<file path="config.mk">
export PLATFORM = sky130hd
export DESIGN_NAME = seg7_pair_decoder
export DESIGN_NICKNAME = d
export VERILOG_FILES = /design/src/rtl/seg7_pair_decoder.sv
export SDC_FILE = /design/constraint.sdc
export NUM_CORES = 1
export LEC_CHECK = 0
export ABC_AREA = 1
export CORE_MARGIN = 1
export CORE_UTILIZATION = 45
export CTS_CLUSTER_DIAMETER = 30
export DETAILED_ROUTE_END_ITERATION = 12
export GPL_ROUTABILITY_DRIVEN = 0
export GPL_TIMING_DRIVEN = 0
export PLACE_DENSITY = 0.67
export SLEW_MARGIN = 20
export SYNTH_ARGS = -nofsm -noshare
export SYNTH_HDL_FRONTEND = slang
export SYNTH_SLANG_ARGS = --single-unit
</file>
<file path="constraint.sdc">
create_clock -name clk -period 3.8 [get_ports clk]
set_input_delay 0.38 -clock clk [delete_from_list [all_inputs] [get_ports clk]]
set_output_delay 0.38 -clock clk [all_outputs]
set_load 0.03 [all_outputs]
</file>
<file path="src/rtl/seg7_pair_decoder.sv">
// Two-digit 7-segment bus receiver: filters the bus for stability, decodes both digits and
// delivers the recombined 0..99 value on a valid/ready output with error and overrun flags.
module seg7_pair_decoder #(
  parameter int unsigned STABLE_CYCLES = 4
) (
  input  logic        clk,
  input  logic        rst,
  input  logic [15:0] seg_in,
  input  logic        out_ready,
  output logic        out_valid,
  output logic [6:0]  out_value,
  output logic        out_err,
  output logic        out_overrun
);

  localparam int unsigned CntW = $clog2(STABLE_CYCLES + 1);
  localparam logic [CntW-1:0] CntLast = CntW'(STABLE_CYCLES - 1);

  typedef enum logic [1:0] {StEmpty, StSettle, StStable} stateT;

  typedef struct packed {
    logic       blank;
    logic       ok;
    logic [3:0] val;
  } digitT;

  // Pattern is segments {a..g}; dp has already been stripped by the caller.
  function automatic digitT decodeDigit(input logic [6:0] pat);
    digitT d;
    d = '{blank: 1'b0, ok: 1'b1, val: 4'd0};
    case (pat)
      7'b1111110: d.val = 4'd0;
      7'b0110000: d.val = 4'd1;
      7'b1101101: d.val = 4'd2;
      7'b1111001: d.val = 4'd3;
      7'b0110011: d.val = 4'd4;
      7'b1011011: d.val = 4'd5;
      7'b1011111: d.val = 4'd6;
      7'b1110000: d.val = 4'd7;
      7'b1111111: d.val = 4'd8;
      7'b1111011: d.val = 4'd9;
      7'b0000000: begin
        d.blank = 1'b1;
        d.ok    = 1'b0;
      end
      default:    d.ok = 1'b0;
    endcase
    return d;
  endfunction

  stateT           stateQ, stateD;
  logic [15:0]     snapQ, snapD;
  logic [CntW-1:0] cntQ, cntD;
  logic            hasDeliveredQ;
  logic            accept, deliver;
  logic            validD, overrunD;
  digitT           tensDec, onesDec;
  logic            resErr;
  logic [6:0]      resValue;

  // Leading blank in the tens position reads as zero; a blank ones digit is never legal.
  always_comb begin
    tensDec  = decodeDigit(snapQ[15:9]);
    onesDec  = decodeDigit(snapQ[7:1]);
    resErr   = !(tensDec.ok || tensDec.blank) || !onesDec.ok;
    resValue = 7'd0;
    if (!resErr) begin
      resValue = {tensDec.val, 3'b000} + {2'b00, tensDec.val, 1'b0} + {3'b000, onesDec.val};
    end
  end

  always_comb begin
    stateD = stateQ;
    snapD  = snapQ;
    cntD   = cntQ;
    accept = 1'b0;
    case (stateQ)
      StEmpty: begin
        snapD  = seg_in;
        cntD   = '0;
        stateD = StSettle;
      end
      StSettle: begin
        if (seg_in != snapQ) begin
          snapD = seg_in;
          cntD  = '0;
        end else if (cntQ == CntLast) begin
          accept = 1'b1;
          stateD = StStable;
        end else begin
          cntD = cntQ + 1'b1;
        end
      end
      StStable: begin
        if (seg_in != snapQ) begin
          snapD  = seg_in;
          cntD   = '0;
          stateD = StSettle;
        end
      end
      default: stateD = StEmpty;
    endcase
  end

  // out_value/out_err double as the last-delivered history once hasDeliveredQ is set.
  always_comb begin
    deliver  = accept && (!hasDeliveredQ || resErr != out_err || resValue != out_value);
    validD   = out_valid;
    overrunD = 1'b0;
    if (deliver) begin
      validD   = 1'b1;
      overrunD = out_valid && !out_ready;
    end else if (out_valid && out_ready) begin
      validD = 1'b0;
    end
  end

  always_ff @(posedge clk) begin
    if (rst) begin
      stateQ        <= StEmpty;
      snapQ         <= '0;
      cntQ          <= '0;
      hasDeliveredQ <= 1'b0;
      out_valid     <= 1'b0;
      out_value     <= '0;
      out_err       <= 1'b0;
      out_overrun   <= 1'b0;
    end else begin
      stateQ      <= stateD;
      snapQ       <= snapD;
      cntQ        <= cntD;
      out_valid   <= validD;
      out_overrun <= overrunD;
      if (deliver) begin
        hasDeliveredQ <= 1'b1;
        out_value     <= resValue;
        out_err       <= resErr;
      end
    end
  end

endmodule

</file>
==> results_dict.tcl, run 1 <==
set metrics [dict create \
    status "complete, no violations" \
    cp_top_family "simple AND/OR/NAND/NOR gates" \
    worst_ep_required_time_ps 3980 \
    p_sw_uw 261 \
    fp.dieW_um 74.1 \
    synth_seq_cells 32 \
    cp-start-kind "register" \
    drive_above_1_share_pct 10.5 \
    grt_pass1_wl_mm 9.31 \
    cts.sinks 32 \
    rsz0062_at_grt "false" \
    syn_avg_cell_area_um2 6.45 \
    grt_pass1_vias 2133 \
    ant_nets 0 \
    fmax_mhz 290 \
    multi_input_area_mm2 0.00148 \
    power.leakage_nw 1.28 \
    hold_path_class "register to register" \
    wl_per_cell_um 11.2 \
    nets 432 \
    maxSlewHeadroom_pct 67.8 \
    synth_area_mm2 0.00234 \
    crit_top_cell "nand2_1" \
    cts-root-buf "clkbuf_8" \
    yosysMostFrequentCell "nand2_1" \
    p_int_uw 576 \
    cts_max_level 2 \
    vias_per_cell 5.04 \
    synth_edf_count 0 \
    ys_seq_area_share_pct 27.4 \
    die_y_um 74.1 \
    post_cts_buffers 0 \
    p_clk_share_pct 33.2 \
    io_pins 29 \
    period_share_pct 90.8 \
    worst_skew_pair.late_latency_ps 290 \
    std_cell_rows 25 \
    path_max_fanout 10 \
    cts.clk_slew.worst_paths_ps 70 \
    slew_viol_final 0 \
    synth_nets 397 \
    core_area_mm2 0.00488 \
    finalCriticalPeriod_ps 3450 \
    port_buffers 28 \
    yosys_warnings 0 \
    dp_slack_ps 185 \
    tightest_slew_ps 478 \
    antenna_found_initial 0 \
    p_comb_share_pct 20.8 \
    timing.final.ws_setup_ps 351 \
    postSynth.topFlopCell "dfxtp_1" \
    grt_max_degree 11 \
    cts_buffer_depth 2 \
    numCtsBuffers 5 \
    hpwl_mm 4.03 \
    fill_cells 516 \
    powerDensity_mw_per_mm2 296 \
    area_growth_pct 20.6 \
    clock_skew_ps 9.14 \
    die-area_mm2 0.00550 \
    wl_mm 5.24 \
    crit_buf_inv 5 \
    path_class "register to register" \
    post-synth-top-area-cell "dfxtp_1" \
    num_antenna_cells 0 \
    synth_top_area_share_pct 27.4 \
    ir_worst_vdd_mv 0.210 \
    grt_usage_pct 21.7 \
    cts_tree "built" \
    vias 2348 \
    final.setup.tns_ps 0 \
    holdWs_ps 461 \
    synthTopCellsByCount "nand2_1 (86), nor2_1 (43), inv_1 (40)" \
    initial_core_util_pct 48.0 \
    ctsHoldBuffers 0 \
    async_reset_ff_share_pct 0 \
    slowest_stage "fa_1" \
    arrival_ps 3630 \
    hold_viol 0 \
    first_pass_iters 4 \
    cap_violations 0 \
    p_sw_share_pct 31.2 \
    yosys.cell_types.count 26 \
    gr-total-overflow 0 \
    end_kind "register" \
    drt_iter0_markers 93 \
    p_seq_share_pct 45.9 \
    drc 0 \
    register_area_um2 653 \
    max_stage_delay_ps 500 \
    setup_viol 0 \
    yosys-top-cells-area "dfxtp_1 (27%), nand2_1 (14%), ha_1 (6.9%)" \
    synthCells 363 \
]
-- state kept, by name, summed over array words and instances (netlist names) --
name and flops:
hasDeliveredQ 1, out_err 1, out_value 7, cntQ 3, out_valid 1, stateQ 2
snapQ 16, out_overrun 1
-- cell type report --
cell class / instances / share of cell area [%]
Buffer: 9 / 2.04
Sequential cell: 32 / 23.1
Clock buffer: 6 / 2.92
Timing Repair Buffer: 28 / 9.92
Multi-Input combinational cell: 276 / 52.5
Clock inverter: 2 / 0.354
Tap cell: 67 / 2.97
Inverter: 46 / 6.11
-- layer usage --
metal  vias up  track usage, %  routed length (µm)
met5         -               0                   0
met4         0            5.56                  49
met3         6            3.66                 157
met2        28            35.1                2400
met1      1066            30.0                2630
li1       1248               -                   -
-- tightest hold or removal path, delay by kind of cell, from the launching register on --
kind	cells	cell delay, ps
DFF	1	320
buffers and inverters	1	50
AOI/OAI and AO/OA	1	50
-- layout by cell type, fill, tap and decap left out, drive strengths merged --
cell type      netlist  layout
o21ai               22      22
clkbuf               5      11
nand3               30      30
nor4                 1       1
xnor2               12      12
clkdlybuf4s50        0      28
or2                  4       4
fa                   2       2
clkinv               1       3
xor2                 2       2
nor2                49      49
buf                  4       4
dfxtp               32      32
nand3b               3       3
nand4               11      11
nand2               89      89
inv                 45      45
a21oi               32      32
ha                  13      13
nor3                 6       6
-- cell families after synthesis --
kind of cell               Yosys count  share of synthesized area (%)
adders and majority gates           15                           8.65
DFF                                 32                           27.4
buffers and inverters               55                           9.83
and+or+nand+nor                    193                           37.4
AOI/OAI and AO/OA                   54                           11.5
xor gates and xnor gates            14                           5.24
-- power by group through the flow --
| stage | logic (mW) | clock network [mW] | registers (mW) |
|---|---|---|---|
| floorplan | 0.122 | 0 | 0.384 |
| global placement | 0.172 | 0 | 0.389 |
| detailed placement | 0.173 | 0 | 0.390 |
| CTS | 0.174 | 0.287 | 0.382 |
| global route | 0.198 | 0.299 | 0.388 |
| finish | 0.174 | 0.278 | 0.384 |
-- what timing repair did --
action / CTS / global route
endpoints found under the hold margin: 0 / 0
endpoints found under the setup margin: 0 / 10
gates resized for setup: 0 / 12
-- stage by stage --
| step | instance area, µm² | instances | util (%) | power, mW |
|---|---|---|---|---|
| finish | 2820 | 466 | 57.9 | 0.836 |
| global route | 2820 | 466 | 57.9 | 0.885 |
| CTS | 2800 | 466 | 57.4 | 0.842 |
| detailed placement | 2710 | 458 | 55.5 | 0.563 |
| global placement | 2710 | 458 | 55.5 | 0.560 |
| floorplan | 2340 | 363 | - | 0.505 |
-- final timing paths --
| kind | start | endpoint | slack [ps] | cells past startpoint |
|---|---|---|---|---|
| hold / removal | snapQ[8]$_SDFFE_PP0P_ | snapQ[8]$_SDFFE_PP0P_ | 460 | 2 |
| setup reg to reg | snapQ[9]$_SDFFE_PP0P_ | out_value[0]$_SDFFE_PP0P_ | 350 | 25 |
| hold reg to reg | snapQ[8]$_SDFFE_PP0P_ | snapQ[8]$_SDFFE_PP0P_ | 460 | 2 |
| setup / recovery | snapQ[9]$_SDFFE_PP0P_ | out_value[0]$_SDFFE_PP0P_ | 350 | 25 |
No activity file was read; power rests on OpenSTA's default activity.
==> run 2: changes to the inputs <==
CTS_BUF_LIST = sky130_fd_sc_hd__clkbuf_8   (was not set)
==> results of run 2 <==
The final DEF is identical to that of run 1; final timing and power are the same.
==> run 3: changes to the inputs <==
SETUP_SLACK_MARGIN = 0.1   (was not set)
==> results_dict.tcl, run 3 (synthesized netlist as in run 1, its figures left out) <==
set metrics [dict create \
    gr-total-overflow 0 \
    largest-register "snapQ" \
    wl_per_cell_um 11.4 \
    ir_worst_vdd_mv 0.210 \
    wl_mm 5.35 \
    clock_skew_ps 11.1 \
    rsz0062_at_grt "false" \
    area_growth_pct 22.4 \
    drive_above_1_share_pct 12.2 \
    cts-root-buf "clkbuf_8" \
    path_class "register to register" \
    timing.final.ws_setup_ps 374 \
    cts.sinks 32 \
    powerDensity_mw_per_mm2 293 \
    worst_skew_pair.late_latency_ps 290 \
    worst_ep_required_time_ps 3990 \
    grt_max_degree 11 \
    end_kind "register" \
    fin_util_pct 58.8 \
    hpwl_mm 4.03 \
    cts_buffer_depth 2 \
    slew_viol_final 0 \
    period_share_pct 90.2 \
    fmax_mhz 292 \
    worstReg2RegEnd "out_value[3]$_SDFFE_PP0P_" \
    finalCriticalPeriod_ps 3430 \
    initial_core_util_pct 48.0 \
    r2r_setup_slack_ps 370 \
    crit_top_cell "nand2_1" \
    nets 436 \
    grt_pass1_vias 2133 \
    layout_commonest_cell "nand2_1" \
    setup_viol 0 \
    cts_max_level 2 \
    vias 2349 \
    num_antenna_cells 0 \
    path_max_fanout 10 \
    vias_per_cell 5.00 \
    fill_cells 510 \
    cts_tree "built" \
    hold_viol 0 \
    cts.clk_slew.worst_paths_ps 80 \
    core_area_mm2 0.00488 \
    power.leakage_nw 1.30 \
    hold_path_end "snapQ[8]$_SDFFE_PP0P_" \
    std_cell_rows 25 \
    numCtsBuffers 5 \
    drc 0 \
    multi_input_area_mm2 0.00149 \
    first_pass_iters 4 \
    register_area_um2 657 \
    cp-start-kind "register" \
    power_uw 842 \
    max_stage_delay_ps 410 \
    die_y_um 74.1 \
    dp_slack_ps 185 \
    drt_iter0_markers 68 \
    most-common-layout-cells "nand2_1 (86), nor2_1 (41), inv_1 (40), a21oi_1 (32), clkdlybuf4s50_1 (28)" \
    worstReg2RegStart "snapQ[7]$_SDFFE_PP0P_" \
    slowest_stage "fa_2" \
    min_from "snapQ[8]$_SDFFE_PP0P_" \
    ant_nets 0 \
    antenna_found_initial 0 \
    arrival_ps 3610 \
    grt_pass1_wl_mm 9.31 \
    port_buffers 28 \
    largest_reg_flops 16 \
    tightest_slew_ps 500 \
    rr_worst_depth 24 \
    maxSlewHeadroom_pct 66.7 \
    top_regs "snapQ: 16 flops, out_value: 7 flops, cntQ: 3 flops" \
    cap_violations 0 \
    final.setup.tns_ps 0 \
    holdPathStages 2 \
    ctsHoldBuffers 0 \
    grt_usage_pct 21.7 \
    die-area_mm2 0.00550 \
    holdWs_ps 461 \
    fp.dieW_um 74.1 \
    io_pins 29 \
    hold_path_class "register to register" \
    cp_cell_sequence "nand2_1 > nor2_1 > nand3b_1 > nand2_1 > nor2_1 > inv_1 > ha_1 > ha_1 > fa_2 > a21oi_1 > nor2_1 > o21ai_0 > nand2_1 > inv_1 > nand3_1 > nand2_1 > nand2_1 > inv_1 > nand2_1 > nor2_2 > nand2_4 > buf_6 > a21oi_1 > nor2_1" \
    status "complete, no violations" \
]
-- run 3: changes by cell type in the layout (fill, tap and decap cells not counted), sizes merged --
cell,delta
buf,+4
-- run 3: how the worst max path moves through the flow --
stage,start,to,depth (start not counted)
after CTS,snapQ[14]$_SDFFE_PP0P_,out_value[0]$_SDFFE_PP0P_,25
final,snapQ[7]$_SDFFE_PP0P_,out_value[3]$_SDFFE_PP0P_,24
after global routing,snapQ[9]$_SDFFE_PP0P_,out_value[4]$_SDFFE_PP0P_,24
after detailed placement,snapQ[14]$_SDFFE_PP0P_,out_value[0]$_SDFFE_PP0P_,25
after global placement,snapQ[14]$_SDFFE_PP0P_,out_err$_SDFFE_PP0P_,25
after floorplan,snapQ[14]$_SDFFE_PP0P_,out_err$_SDFFE_PP0P_,25
-- run 3: what timing repair did --
item,4_1_cts,5_1_grt
resized for setup,0,16
setup endpoints to repair,0,11
setup buffers,0,4
hold endpoints to repair,0,0
-- run 3: report_power, final --
group / total, mW / switching (mW) / internal [mW]
Sequential: 0.384 / 0.0256 / 0.358
Clock: 0.279 / 0.134 / 0.145
Combinational: 0.179 / 0.104 / 0.0749
-- run 3: routing by layer --
layer | global-route usage [%] | vias up | share of wire, % | wire, µm
li1 | - | 1256 | - | -
met5 | 0 | - | 0 | 0
met2 | 35.1 | 26 | 46 | 2460
met1 | 30.0 | 1063 | 51 | 2700
met3 | 3.66 | 4 | 2.7 | 142
met4 | 5.56 | 0 | 0.65 | 35
-- run 3: area by class of cell --
| type | count | share of cell area, % |
|---|---|---|
| clock buffer | 6 | 2.88 |
| timing repair buffer | 32 | 10.8 |
| multi-input combinational | 276 | 52.1 |
| sequential | 32 | 22.9 |
| buffer | 9 | 2.01 |
| tap | 67 | 2.92 |
| inverter | 46 | 6.02 |
| clock inverter | 2 | 0.349 |
-- run 3: worst max-delay path, delay by kind of cell (launching register included) --
kind,cells,cell delay [ps]
AO/OA/AOI/OAI,3,420
adder cells (fa/ha/maj),3,860
buffers and inverters,4,320
flip-flops,1,400
AND/OR/NAND/NOR,14,1330
-- run 3: per-stage QoR --
| stage | cells | cell area [µm²] |
|---|---|---|
| after floorplan | 363 | 2340 |
| after global routing | 470 | 2870 |
| after global placement | 458 | 2710 |
| final | 470 | 2870 |
| after CTS | 466 | 2800 |
| after detailed placement | 458 | 2710 |
